$ cat config.mk
export PLATFORM = sky130hd
export DESIGN_NAME = radix2_nonrestoring_divider_flat
export DESIGN_NICKNAME = d
export VERILOG_FILES = /design/src/rtl/radix2_nonrestoring_divider_if.sv /design/src/rtl/radix2_nonrestoring_divider.sv /design/src/flat_wrapper.sv
export SDC_FILE = /design/constraint.sdc
export NUM_CORES = 1
export LEC_CHECK = 0
export CELL_PAD_IN_SITES_DETAIL_PLACEMENT = 1
export CELL_PAD_IN_SITES_GLOBAL_PLACEMENT = 1
export CORE_MARGIN = 4
export CORE_UTILIZATION = 48
export CTS_CLUSTER_SIZE = 25
export DETAILED_ROUTE_END_ITERATION = 7
export GPL_TIMING_DRIVEN = 0
export PLACE_DENSITY = 0.88
export SYNTH_ARGS = -nofsm -noshare
export SYNTH_HDL_FRONTEND = slang
export SYNTH_SLANG_ARGS = --single-unit
export TNS_END_PERCENT = 20
$ cat constraint.sdc
create_clock -name clk -period 9.9 [get_ports clk]
set_input_delay 1.98 -clock clk [delete_from_list [all_inputs] [get_ports clk]]
set_output_delay 1.98 -clock clk [all_outputs]
set_load 0.01 [all_outputs]
$ cat src/rtl/radix2_nonrestoring_divider_if.sv
// Handshake/data bundle between a requester and radix2_nonrestoring_divider.
// Requester side (master): start, dividend, divisor.
// Divider side (slave): busy, done, quotient, remainder, div_by_zero.
interface radix2_nonrestoring_divider_if #(
   parameter int n = 32
) ();
   logic         start;
   logic [n-1:0] dividend;
   logic [n-1:0] divisor;
   logic         busy;
   logic         done;
   logic [n-1:0] quotient;
   logic [n-1:0] remainder;
   logic         div_by_zero;

   modport master (
      output start, dividend, divisor,
      input  busy, done, quotient, remainder, div_by_zero
   );

   modport slave (
      input  start, dividend, divisor,
      output busy, done, quotient, remainder, div_by_zero
   );
endinterface

$ cat src/rtl/radix2_nonrestoring_divider.sv
// Iterative signed n-bit divider, non-restoring, one quotient bit per clock.
// Latency: done pulses n+2 clocks after start is sampled (special cases included).
// Backpressure: none; start is only accepted while idle, otherwise ignored (no queueing).
// Ports: clk, rst (async active-low); bus (slave modport) carries start/dividend/divisor
// in and busy/done/quotient/remainder/div_by_zero out. Outputs hold until the next result.
module radix2_nonrestoring_divider #(
   parameter int n = 32
) (
   input logic                        clk,
   input logic                        rst,
   radix2_nonrestoring_divider_if.slave bus
);

   localparam int CW = $clog2(n + 1);

   typedef enum logic [1:0] {IDLE, CALC, FIX, OUT} state_t;

   state_t        state, state_nxt;
   logic [CW-1:0] cnt;
   logic [n:0]    p;        // signed partial remainder
   logic [n:0]    d;        // divisor magnitude
   logic [n-1:0]  q;        // dividend magnitude, shifted out as quotient bits shift in
   logic [n-1:0]  dvd;      // raw dividend, returned as remainder on divide-by-zero
   logic          sa, sb;   // operand signs
   logic          dz, ovf;  // special-case flags

   logic          ld, step, fix, fin;

   logic [n:0]    dvd_ext, dvs_ext, dvd_abs, dvs_abs;
   logic [n:0]    p_sh, p_step;
   logic [n-1:0]  q_sgn, r_sgn, min_neg;

   // Magnitudes in n+1 bits so that |-2^(n-1)| is representable.
   always_comb begin
      dvd_ext = {bus.dividend[n-1], bus.dividend};
      dvs_ext = {bus.divisor[n-1], bus.divisor};
      dvd_abs = dvd_ext[n] ? -dvd_ext : dvd_ext;
      dvs_abs = dvs_ext[n] ? -dvs_ext : dvs_ext;
   end

   // One non-restoring step: shift {P,Q}, then subtract or add D depending on
   // the sign of P before the shift.
   always_comb begin
      p_sh   = {p[n-1:0], q[n-1]};
      p_step = p[n] ? (p_sh + d) : (p_sh - d);
   end

   // Sign application; p is already corrected by the time this is used.
   always_comb begin
      min_neg = {1'b1, {(n-1){1'b0}}};
      q_sgn   = (sa ^ sb) ? -q : q;
      r_sgn   = sa ? -p[n-1:0] : p[n-1:0];
   end

   // State register
   always_ff @(posedge clk or negedge rst) begin
      if (!rst) state <= IDLE;
      else      state <= state_nxt;
   end

   // Next-state logic
   always_comb begin
      state_nxt = state;
      case (state)
         IDLE:    if (bus.start) state_nxt = CALC;
         CALC:    if (cnt == CW'(1)) state_nxt = FIX;
         FIX:     state_nxt = OUT;
         OUT:     state_nxt = IDLE;
         default: state_nxt = IDLE;
      endcase
   end

   // FSM outputs / datapath strobes
   always_comb begin
      ld       = 1'b0;
      step     = 1'b0;
      fix      = 1'b0;
      fin      = 1'b0;
      bus.busy = (state != IDLE);
      case (state)
         IDLE:    ld   = bus.start;
         CALC:    step = 1'b1;
         FIX:     fix  = 1'b1;
         OUT:     fin  = 1'b1;
         default: ;
      endcase
   end

   // Datapath and registered results
   always_ff @(posedge clk or negedge rst) begin
      if (!rst) begin
         cnt             <= '0;
         p               <= '0;
         d               <= '0;
         q               <= '0;
         dvd             <= '0;
         sa              <= 1'b0;
         sb              <= 1'b0;
         dz              <= 1'b0;
         ovf             <= 1'b0;
         bus.done        <= 1'b0;
         bus.quotient    <= '0;
         bus.remainder   <= '0;
         bus.div_by_zero <= 1'b0;
      end else begin
         bus.done <= 1'b0;
         if (ld) begin
            cnt <= CW'(n);
            p   <= '0;
            d   <= dvs_abs;
            q   <= dvd_abs[n-1:0];
            dvd <= bus.dividend;
            sa  <= bus.dividend[n-1];
            sb  <= bus.divisor[n-1];
            dz  <= (bus.divisor == '0);
            ovf <= (bus.dividend == {1'b1, {(n-1){1'b0}}}) && (bus.divisor == '1);
         end
         if (step) begin
            p   <= p_step;
            q   <= {q[n-2:0], ~p_step[n]};
            cnt <= cnt - CW'(1);
         end
         if (fix && p[n]) begin
            p <= p + d;
         end
         if (fin) begin
            bus.done        <= 1'b1;
            bus.div_by_zero <= dz;
            if (dz) begin
               bus.quotient  <= '1;
               bus.remainder <= dvd;
            end else if (ovf) begin
               bus.quotient  <= min_neg;
               bus.remainder <= '0;
            end else begin
               bus.quotient  <= q_sgn;
               bus.remainder <= r_sgn;
            end
         end
      end
   end

endmodule

$ cat src/flat_wrapper.sv
// flat-port wrapper written by rule: the top's interface ports become plain ports
module radix2_nonrestoring_divider_flat 
#(
   parameter int n = 32
)
  (clk, rst, bus_start, bus_dividend, bus_divisor, bus_busy, bus_done, bus_quotient, bus_remainder, bus_div_by_zero);
  radix2_nonrestoring_divider_if #(.n(n)) bus_i ();
  input logic clk;
  input logic rst;
  input wire logic [$bits(bus_i.start)-1:0] bus_start;
  input wire logic [$bits(bus_i.dividend)-1:0] bus_dividend;
  input wire logic [$bits(bus_i.divisor)-1:0] bus_divisor;
  output wire logic [$bits(bus_i.busy)-1:0] bus_busy;
  output wire logic [$bits(bus_i.done)-1:0] bus_done;
  output wire logic [$bits(bus_i.quotient)-1:0] bus_quotient;
  output wire logic [$bits(bus_i.remainder)-1:0] bus_remainder;
  output wire logic [$bits(bus_i.div_by_zero)-1:0] bus_div_by_zero;
  assign bus_i.start = bus_start;
  assign bus_i.dividend = bus_dividend;
  assign bus_i.divisor = bus_divisor;
  assign bus_busy = bus_i.busy;
  assign bus_done = bus_i.done;
  assign bus_quotient = bus_i.quotient;
  assign bus_remainder = bus_i.remainder;
  assign bus_div_by_zero = bus_i.div_by_zero;
  radix2_nonrestoring_divider #(.n(n)) u_core (.clk(clk), .rst(rst), .bus(bus_i));
endmodule
# Yosys cells after proc, flatten, opt, wreduce, memory -nomap -nowiden
# Cells that the tools add are included.
[totals]
regBits = 208
output_inout_bits = 67
wordCells = 64
inputBits = 67
[classes]
bitwise_logic = 2
n_mux = 24
n_addsub = 8
n_eq_ne = 8
reduce_logical = 8
[ops]
columns = ["cell", "count"]
rows = [
  ["$mux W32", 9],
  ["$mux W33", 5],
  ["$neg A32 Y32", 3],
  ["$add A33 B33 Y33", 2],
  ["$eq A32 B32 Y1 const B", 2],
  ["$neg A33 Y33", 1],
  ["$sub A33 B33 Y33", 1],
  ["$logic_not A32 Y1", 1],
  ["$mux W6", 2],
  ["$pmux W2 S4", 1],
  ["$eq A6 B1 Y1 const B", 1],
  ["$sub A6 B1 Y6 const B", 1],
  ["$mux W1", 5],
  ["$eq A2 B2 Y1 const B", 2],
  ["$mux W2", 2],
  ["$reduce_bool A2 Y1", 2],
  ["$reduce_bool A3 Y1", 1],
  ["$eq A2 B1 Y1 const B", 1],
  ["$logic_and A1 B1 Y1", 2],
  ["$logic_not A2 Y1", 1],
  ["$ne A2 B1 Y1 const B", 1],
  ["$ne A2 B2 Y1 const B", 1],
  ["$reduce_and A2 Y1", 1],
  ["$not A1 Y1", 1],
  ["$xor A1 B1 Y1", 1],
]

# Depth between registers and ports, before layout
[logic_depth]
depth_word = 5
mapped_depth = 18
mapped_depth_nobuf = 17

# Worst setup path before layout
# OpenSTA, ideal clock, no wires.
[synth_path]
kind = "input port to flip-flop"
startpoint = "input bus_dividend[12]"
endpoint = "register u_core.q[27]"
n_path_buf = 0
setup_slack_ps = 5306
arrival_ps = 4459
cell_stages = 9
required_time_ps = 9765
setup_ps = 135
cell_sequence = "or4_4 > or3_4 > or4_1 > or4_1 > o41ai_2 > xor2_1 > nor2_1 > a21oi_1 > o21ai_0"
[synth_via]
elab_chain_len = 4
[synth_rtl]
columns = ["element", "line", "rtl"]
rows = [
  ["start, declared", "flat_wrapper.sv:11", "input wire logic [$bits(bus_i.dividend)-1:0] bus_dividend;"],
  ["$neg A32 Y32", "radix2_nonrestoring_divider.sv:37", "dvd_abs = dvd_ext[n] ? -dvd_ext : dvd_ext;"],
  ["$mux W32", "radix2_nonrestoring_divider.sv:37", ""],
  ["$mux W32", "radix2_nonrestoring_divider.sv:107", "if (ld) begin"],
  ["$mux W32", "radix2_nonrestoring_divider.sv:118", "if (step) begin"],
  ["end signal, assigned", "radix2_nonrestoring_divider.sv:111", "q <= dvd_abs[n-1:0];"],
  ["end signal, assigned", "radix2_nonrestoring_divider.sv:120", "q <= {q[n-2:0], ~p_step[n]};"],
  ["end, declared", "radix2_nonrestoring_divider.sv:22", "logic [n-1:0] q;"],
]
# Every way passes these cells. The select of a mux whose other input is x is not followed.
# A chain may end at the register's enable or synchronous reset.

# Final worst setup path
[layout_path]
startpoint = "register u_core.d[3]"
endpoint = "register u_core.p[28]"
[layout_via]
elab_chain_len = 4
elab_cells_between_ends = 6
classes_between = "3 x add/sub; 3 x mux"
[layout_rtl]
columns = ["element", "line", "rtl"]
rows = [
  ["start, declared", "radix2_nonrestoring_divider.sv:21", "logic [n:0] d;"],
  ["start signal, assigned", "radix2_nonrestoring_divider.sv:110", "d <= dvs_abs;"],
  ["$sub A33 B33 Y33 / $add A33 B33 Y33 (equally long branches)", "radix2_nonrestoring_divider.sv:45", "p_step = p[n] ? (p_sh + d) : (p_sh - d);"],
  ["$mux W33", "radix2_nonrestoring_divider.sv:45", ""],
  ["$mux W33", "radix2_nonrestoring_divider.sv:118", ""],
  ["$mux W33 *", "radix2_nonrestoring_divider.sv:123", "if (fix && p[n]) begin"],
  ["end signal, assigned", "radix2_nonrestoring_divider.sv:119", "p <= p_step;"],
  ["end signal, assigned", "radix2_nonrestoring_divider.sv:124", "p <= p + d;"],
  ["end, declared", "radix2_nonrestoring_divider.sv:20", "logic [n:0] p;"],
]
# Every way passes the cells marked *; elsewhere a longest branch is shown, timed or not.

==> results by group <==
Outcome
  – Status: completed

Routing
  – DR vias: 15350
  – DRC violation count after routing: 0
  – WL/cell: 24.25 um
  – Drt total wl: 58620 um
  – Vias/cell: 6.350
  – Drt first pass iters: 5
  – ANT nets after route: 0
  – 1st-iter DRT viols: 1292

Power and ir drop
  – VDD IR-drop max: 0.2297 mV
  – Power per cell area: 456.9 nW/um^2
  – Static leakage: 0.007586 uW

Cells and area
  – Seq. cell area: 5180 sq um
  – Area grow syn2layout: 18.62%
  – Non-filler cells in the finished layout: 2417
  – Final core utilization: 0.5789
  – Fillers: 3736
  – Fraction of layout cells with a size suffix above 1: 0.03464
  – Fin nets: 2148
  – # diodes: 0
  – Multi-input logic area: 9274 sq um
  – Finished Cell Area: 17750 sq um

Worst setup path
  – Critical path data required time: 10.37 ns
  – CP delay by family, top: simple AND/OR/NAND/NOR gates
  – Crit-path max FO: 6
  – CP Cell Sequence: or4_1 -> nor4_1 -> nor2b_1 -> nor2b_1 -> a21oi_1 -> xor2_1 -> ha_1 -> a21oi_1 -> nand2_1 -> o21bai_1 -> nand3b_1 -> a2111oi_0 -> nor2_1 -> a211oi_1 -> mux2_2 -> a31oi_1
  – R2R setup slack: 4.43 ns
  – CP Class: register to register
  – Critical Path Source Type: register
  – Crit-path slowest cell: a2111oi_0
  – Crit end category: register
  – Worst path arrival time: 5.94 ns
  – Number of buffers and inverters on the critical path: 0
  – CP max stage delay: 0.83 ns

Clock network
  – Postcts setup bufs: 0
  – Post-CTS Hold Buffers: 0
  – Longest Clk Path Bufs: 3
  – TritonCTS Sinks: 207
  – Cts bufs inserted: 26
  – CTS tree: built
  – Post-CTS Resized: 0
  – Clock latency on the worst-skew pair: 0.55 ns
  – CTS clk-pin slew, worst paths: 0.06 ns
  – CTS H-tree depth: 1
  – CTS root buffer: clkbuf_16

Synthesis
  – Cell area after synthesis: 14970 sq um
  – Synthesized instance count: 1840
  – Synth Flop Type: dfrtp_1
  – Post-synth EDFFs: 0
  – Sequential share of the synthesized area: 0.3461
  – Yosys cell types: 71
  – Syn. warnings: 0
  – Synth Register Bits: 207
  – Synthesized net count: 1986
  – Async SR Flop Fraction: 1.000
  – Mean Syn Cell Area: 8.134 sq um

STA
  – Tcrit/Tclk final: 0.5524
  – Fmax: 0.1829 GHz
  – Slew margin rel.: 0.3088
  – Setup TNS: 0 ns
  – Slew Limit Fails: 0
  – Hold Violations, Final: 0
  – RSZ-0062 raised after global routing: no
  – Setup violators final: 0
  – Min setup slack post-route: 4.432 ns
  – Actual slew at the worst max-slew pin: 1.027 ns
  – Clock Skew: 0.02553 ns
  – Fin crit period: 5.468 ns

Hold path
  – Min-Delay Path Class: register to register

Placed design
  – HPWL after DPL: 43560 um
  – Dpl cells: 2370
  – Number of port buffers: 133
  – Dpl ws: 4.415 ns
  – Gpl congestion: 0.9360
  – Placed instance area: 16830 sq um

GRT
  – Global-route wire length before repair: 91830 um
  – Total gr overflow: 0
  – Antenna violations before repair: 0
  – Vias in the first global route: 16170
  – Largest net degree at the start of global routing: 118
  – All-Layer GR Usage: 0.3392

Floorplanning
  – Die H: 184.6 um
  – Die Area: 34070 sq um
  – Chip width: 184.6 um
  – CORE AREA: 30670 sq um
  – Initial Util: 0.4880
  – Rows: 64
  – I/O pins: 134

Job
  – Max-cap violations: 0
metrics by stage:
step	power (uW)	hold WS (ns)
after floorplan	5158	0.4460
after global placement	6620	0.4589
after detailed placement	6867	0.4654
after CTS	8024	0.4805
after global routing	8707	0.5113
final	8112	0.4820
worst paths after layout:
check,startpoint,endpoint,cells after the start
worst min-delay path,u_core.dvd[26],u_core.dvd[26],2
max in group asynchronous,rst,u_core.d[14],2
worst max-delay path,u_core.d[3],u_core.p[28],16
worst max register to register,u_core.d[3],u_core.p[28],16
worst min register to register,u_core.dvd[26],u_core.dvd[26],2
min in group asynchronous,rst,u_core.bus.remainder[22],1
logic make-up (layout without fill, tap and decap cells):
kind of cell,Yosys count,after routing,share of synthesized area
multiplexers,12,12,0.008443
AND/OR/NAND/NOR,635,635,0.1912
AO/OA/AOI/OAI,562,562,0.2315
buffers and inverters,138,319,0.03461
adder cells (fa/ha/maj),79,79,0.06705
XOR/XNOR,207,207,0.1211
flip-flops,207,207,0.3461
report_power, final:
part / internal (uW) / leakage (uW) / switching [uW] / total [uW]
sequential: 1260 / 0.00251 / 548 / 1810
combinational: 2090 / 0.00462 / 3170 / 5260
clock: 635 / 0.000459 / 406 / 1040
synth_stat cells, types with 8 or more instances:
| cell | n | area (sq um) |
|---|---|---|
| nand2_1 | 261 | 979.7 |
| dfrtp_1 | 207 | 5180 |
| a21oi_1 | 203 | 1016 |
| nor2_1 | 189 | 709.4 |
| o21ai_0 | 143 | 715.7 |
| xor2_1 | 127 | 1112 |
| xnor2_1 | 80 | 700.7 |
| ha_1 | 77 | 963.4 |
| clkbuf_1 | 74 | 277.8 |
| inv_1 | 47 | 176.4 |
| o31ai_1 | 36 | 270.3 |
| nor3_1 | 29 | 145.1 |
| nand3_1 | 26 | 130.1 |
| a22oi_1 | 25 | 187.7 |
| o22a_1 | 20 | 175.2 |
| a21o_1 | 19 | 142.6 |
| nor2b_1 | 17 | 106.4 |
| or3_1 | 17 | 106.4 |
| or4_1 | 17 | 127.6 |
| a211oi_1 | 16 | 120.1 |
| buf_1 | 16 | 60.06 |
| a31oi_1 | 15 | 93.84 |
| nand2b_1 | 15 | 93.84 |
| a221oi_1 | 14 | 122.6 |
| nor4_1 | 13 | 81.33 |
| nand4_1 | 12 | 75.07 |
| o41ai_1 | 12 | 105.1 |
| o21a_1 | 9 | 67.56 |
| and3_1 | 8 | 50.05 |
area by class of cell:
type / count / share of cell area
Buffer: 90 / 0.01903
Sequential cell: 207 / 0.2918
Multi-Input combinational cell: 1495 / 0.5224
Clock buffer: 32 / 0.03961
Inverter: 48 / 0.01015
Timing Repair Buffer: 134 / 0.07682
Tap cell: 396 / 0.02791
Clock inverter: 15 / 0.01233
state kept, by name, indices dropped and copies added (netlist names):
| register | cells |
|---|---|
| u_core.sa | 1 |
| u_core.bus.done | 1 |
| u_core.dvd | 31 |
| u_core.bus.div_by_zero | 1 |
| u_core.p | 33 |
| u_core.dz | 1 |
| u_core.bus.quotient | 32 |
| u_core.state | 2 |
| u_core.ovf | 1 |
| u_core.d | 33 |
| u_core.sb | 1 |
| u_core.cnt | 6 |
| u_core.q | 32 |
| u_core.bus.remainder | 32 |
metal layers:
metal / share of wire / global-route usage / vias up / wire length [um]
li1: - / - / 6857 / -
met1: 0.40 / 0.4345 / 7600 / 23730
met2: 0.46 / 0.5522 / 692 / 27160
met3: 0.068 / 0.05112 / 199 / 4012
met4: 0.063 / 0.1854 / 0 / 3720
met5: 0 / 0 / - / 0
worst min-delay path, cell delays in order (launching register included):
cell,delay [ns]
dfrtp_1,0.35
nand2_1,0.05
nand2_1,0.05
placed cells by master, fill, tap and decap left out, types with 5 or more instances in the layout:
cell,n
a211oi_1,16
a21o_1,19
a21oi_1,203
a221oi_1,14
a22oi_1,25
a31oi_1,15
and2_1,7
and3_1,8
buf_1,16
bufinv_16,5
clkbuf_1,77
clkbuf_16,26
clkdlybuf4s50_1,132
clkinv_2,7
dfrtp_1,207
ha_1,77
inv_1,47
mux2_2,5
mux2i_1,7
nand2_1,261
nand2b_1,15
nand3_1,26
nand3b_1,6
nand4_1,12
nor2_1,189
nor2b_1,17
nor3_1,28
nor4_1,13
o21a_1,9
o21ai_0,143
o21bai_1,6
o221ai_1,5
o22a_1,20
o31ai_1,36
o41ai_1,12
or3_1,17
or4_1,17
xnor2_1,80
xor2_1,127
Power figures use the tool's default switching activity.
==> variant: new RTL, config.mk and constraints unchanged <==
The 4 states of `state_t` get a one-hot encoding in 4 bits.
--- a/src/rtl/radix2_nonrestoring_divider.sv
+++ b/src/rtl/radix2_nonrestoring_divider.sv
@@ -13,7 +13,7 @@
 
    localparam int CW = $clog2(n + 1);
 
-   typedef enum logic [1:0] {IDLE, CALC, FIX, OUT} state_t;
+   typedef enum logic [3:0] {IDLE = 4'b0001, CALC = 4'b0010, FIX = 4'b0100, OUT = 4'b1000} state_t;
 
    state_t        state, state_nxt;
    logic [CW-1:0] cnt;
Formal check against the unedited RTL: same outputs for any inputs over 10 cycles, from zero or initial values and one cycle with rst low; not proved beyond that.
==> variant against the unedited design <==
Largest power group unchanged; setup slack gained 0.034 ns; via count shrank 4.5%; total power shrank 26%; wire length shrank 7.4%; clock skew shrank 0.0096 ns; critical path type unchanged; design area shrank 1.1%; sequential cell count grew 2; area after synthesis shrank 0.52%.
==> variant: results (changes against the unedited design) <==
register area share after synthesis 0.351 (+0.00525); Final Skew 0.0159 ns (-0.00960 ns); first-pass GRT wire length 84.4 mm (-8.1%); worst-case vdd ir drop 151 uV (-34%); outcome finished, final reports clean; Placed Cells 2322 (-2.0%); Routability Congestion 1.02 (+8.8%); syn_nets 1933 (-2.7%); Yosys cell types 74 (+4.2%); top post-synthesis cells by count 219 x nand2_1, 208 x dfrtp_1, 190 x a21oi_1; antenna violations before repair 1 (+1); Clk Latency, worst-skew pair 0.54 ns; routed vias 14700 (-4.5%); final net count 2094 (-2.5%); Static Leak 7.66 nW (+1.0%); dpl ws 4.53 ns (+0.112 ns); # hold bufs at CTS 0 (unchanged); Fillers 3706 (-0.80%); DRT iter0 DRCs 997 (-23%); final wirelength 54.3 mm (-7.4%); drt pass-1 iters 6 (+1); Synth area leaders dfrtp_1 35%, xor2_1 6.8%, a21oi_1 6.4%; total track usage 0.313 (-0.0260); Max-slew headroom 0.248 (-0.0611); worst reg2reg path depth 15 (-1); synthesized instance count 1792 (-2.6%); critical path's top delay family compound AO/OA/AOI/OAI gates; crit-path max FO 10 (+4); TritonCTS buffer count 25 (-3.8%); Placed Area 16700 um^2 (-0.49%); HPWL after DPL 42.2 mm (-3.0%); yosys warns 0 (unchanged); pin count of the biggest net entering global routing 107 (-9.3%); vias in the first global route 15500 (-4.1%); CP Data Arrival Time 5.88 ns (-0.06 ns); Post-Layout Cell Count 2367 (-2.1%); Crit path largest cell delay 0.74 ns (-0.09 ns); share of cells above drive strength 1 0.0355 (+0.000879)
==> variant: cell types whose count changed in the layout (fill, tap and decap cells not counted), sizes merged, moves of 11 or more <==
cell,delta
nor2,-39
xor2,-12
a21oi,-13
a21o,+15
a22oi,+42
o22a,-20
clkbuf,+11
a221oi,-14
nand2,-42
nand3,+11
==> variant: layer usage <==
layer,GRT usage,vias up,part of all wire
met1,0.389,7193,0.41
met2,0.551,518,0.48
met5,0,-,0
li1,-,6814,-
met4,0.140,0,0.050
met3,0.0316,139,0.057
==> variant: power by group <==
group          switching (W)  internal (W)  total, W
sequential          0.000376       0.00112   0.00150
combinational        0.00219       0.00143   0.00362
clock               0.000385      0.000539  0.000923
total                0.00296       0.00309   0.00604
==> variant: area by class of cell <==
cell class | instances | area share
Timing Repair Buffer | 134 | 0.0776
Multi-Input combinational cell | 1452 | 0.523
Clock buffer | 34 | 0.0393
Inverter | 38 | 0.00812
Clock inverter | 11 | 0.00655
Buffer | 93 | 0.0199
Tap cell | 396 | 0.0282
Sequential cell | 209 | 0.298
==> variant: kinds of logic after synthesis <==
logic type	Yosys count	share of synthesized area
AO/OA/AOI/OAI	579	0.242
multiplexers	11	0.00756
AND/OR/NAND/NOR	589	0.186
flip-flops	209	0.351
buffers and inverters	131	0.0330
adder cells (fa/ha/maj)	74	0.0632
XOR/XNOR	199	0.117
==> variant: worst paths after layout <==
kind	end	slack (ns)	start
setup / recovery	u_core.p[28]	4.47	u_core.p[32]
hold / removal	u_core.dvd[2]	0.49	u_core.dvd[2]
setup reg to reg	u_core.p[28]	4.47	u_core.p[32]
hold reg to reg	u_core.dvd[2]	0.49	u_core.dvd[2]
max in group asynchronous	u_core.p[12]	7.37	rst
min in group asynchronous	u_core.bus.quotient[23]	1.49	rst
==> variant: metrics by stage <==
step | util | setup TNS, ns
global placement | 0.546 | -385.86
CTS | 0.574 | 0
finish | 0.574 | 0
global route | 0.574 | 0
floorplan | - | 0
detailed placement | 0.548 | 0
==> variant: worst reg2reg max path, stage by stage, from the launching register on <==
cell	delay, ns
dfrtp_1	0.33
clkbuf_1	0.45
clkbuf_1	0.59
clkbuf_1	0.60
nor2_1	0.14
xnor2_1	0.19
ha_1	0.38
a211oi_1	0.12
o21ai_0	0.34
nand3_1	0.23
a2111oi_0	0.74
nor2_1	0.17
o21ai_1	0.36
a21boi_0	0.30
xor2_1	0.21
o221ai_1	0.19
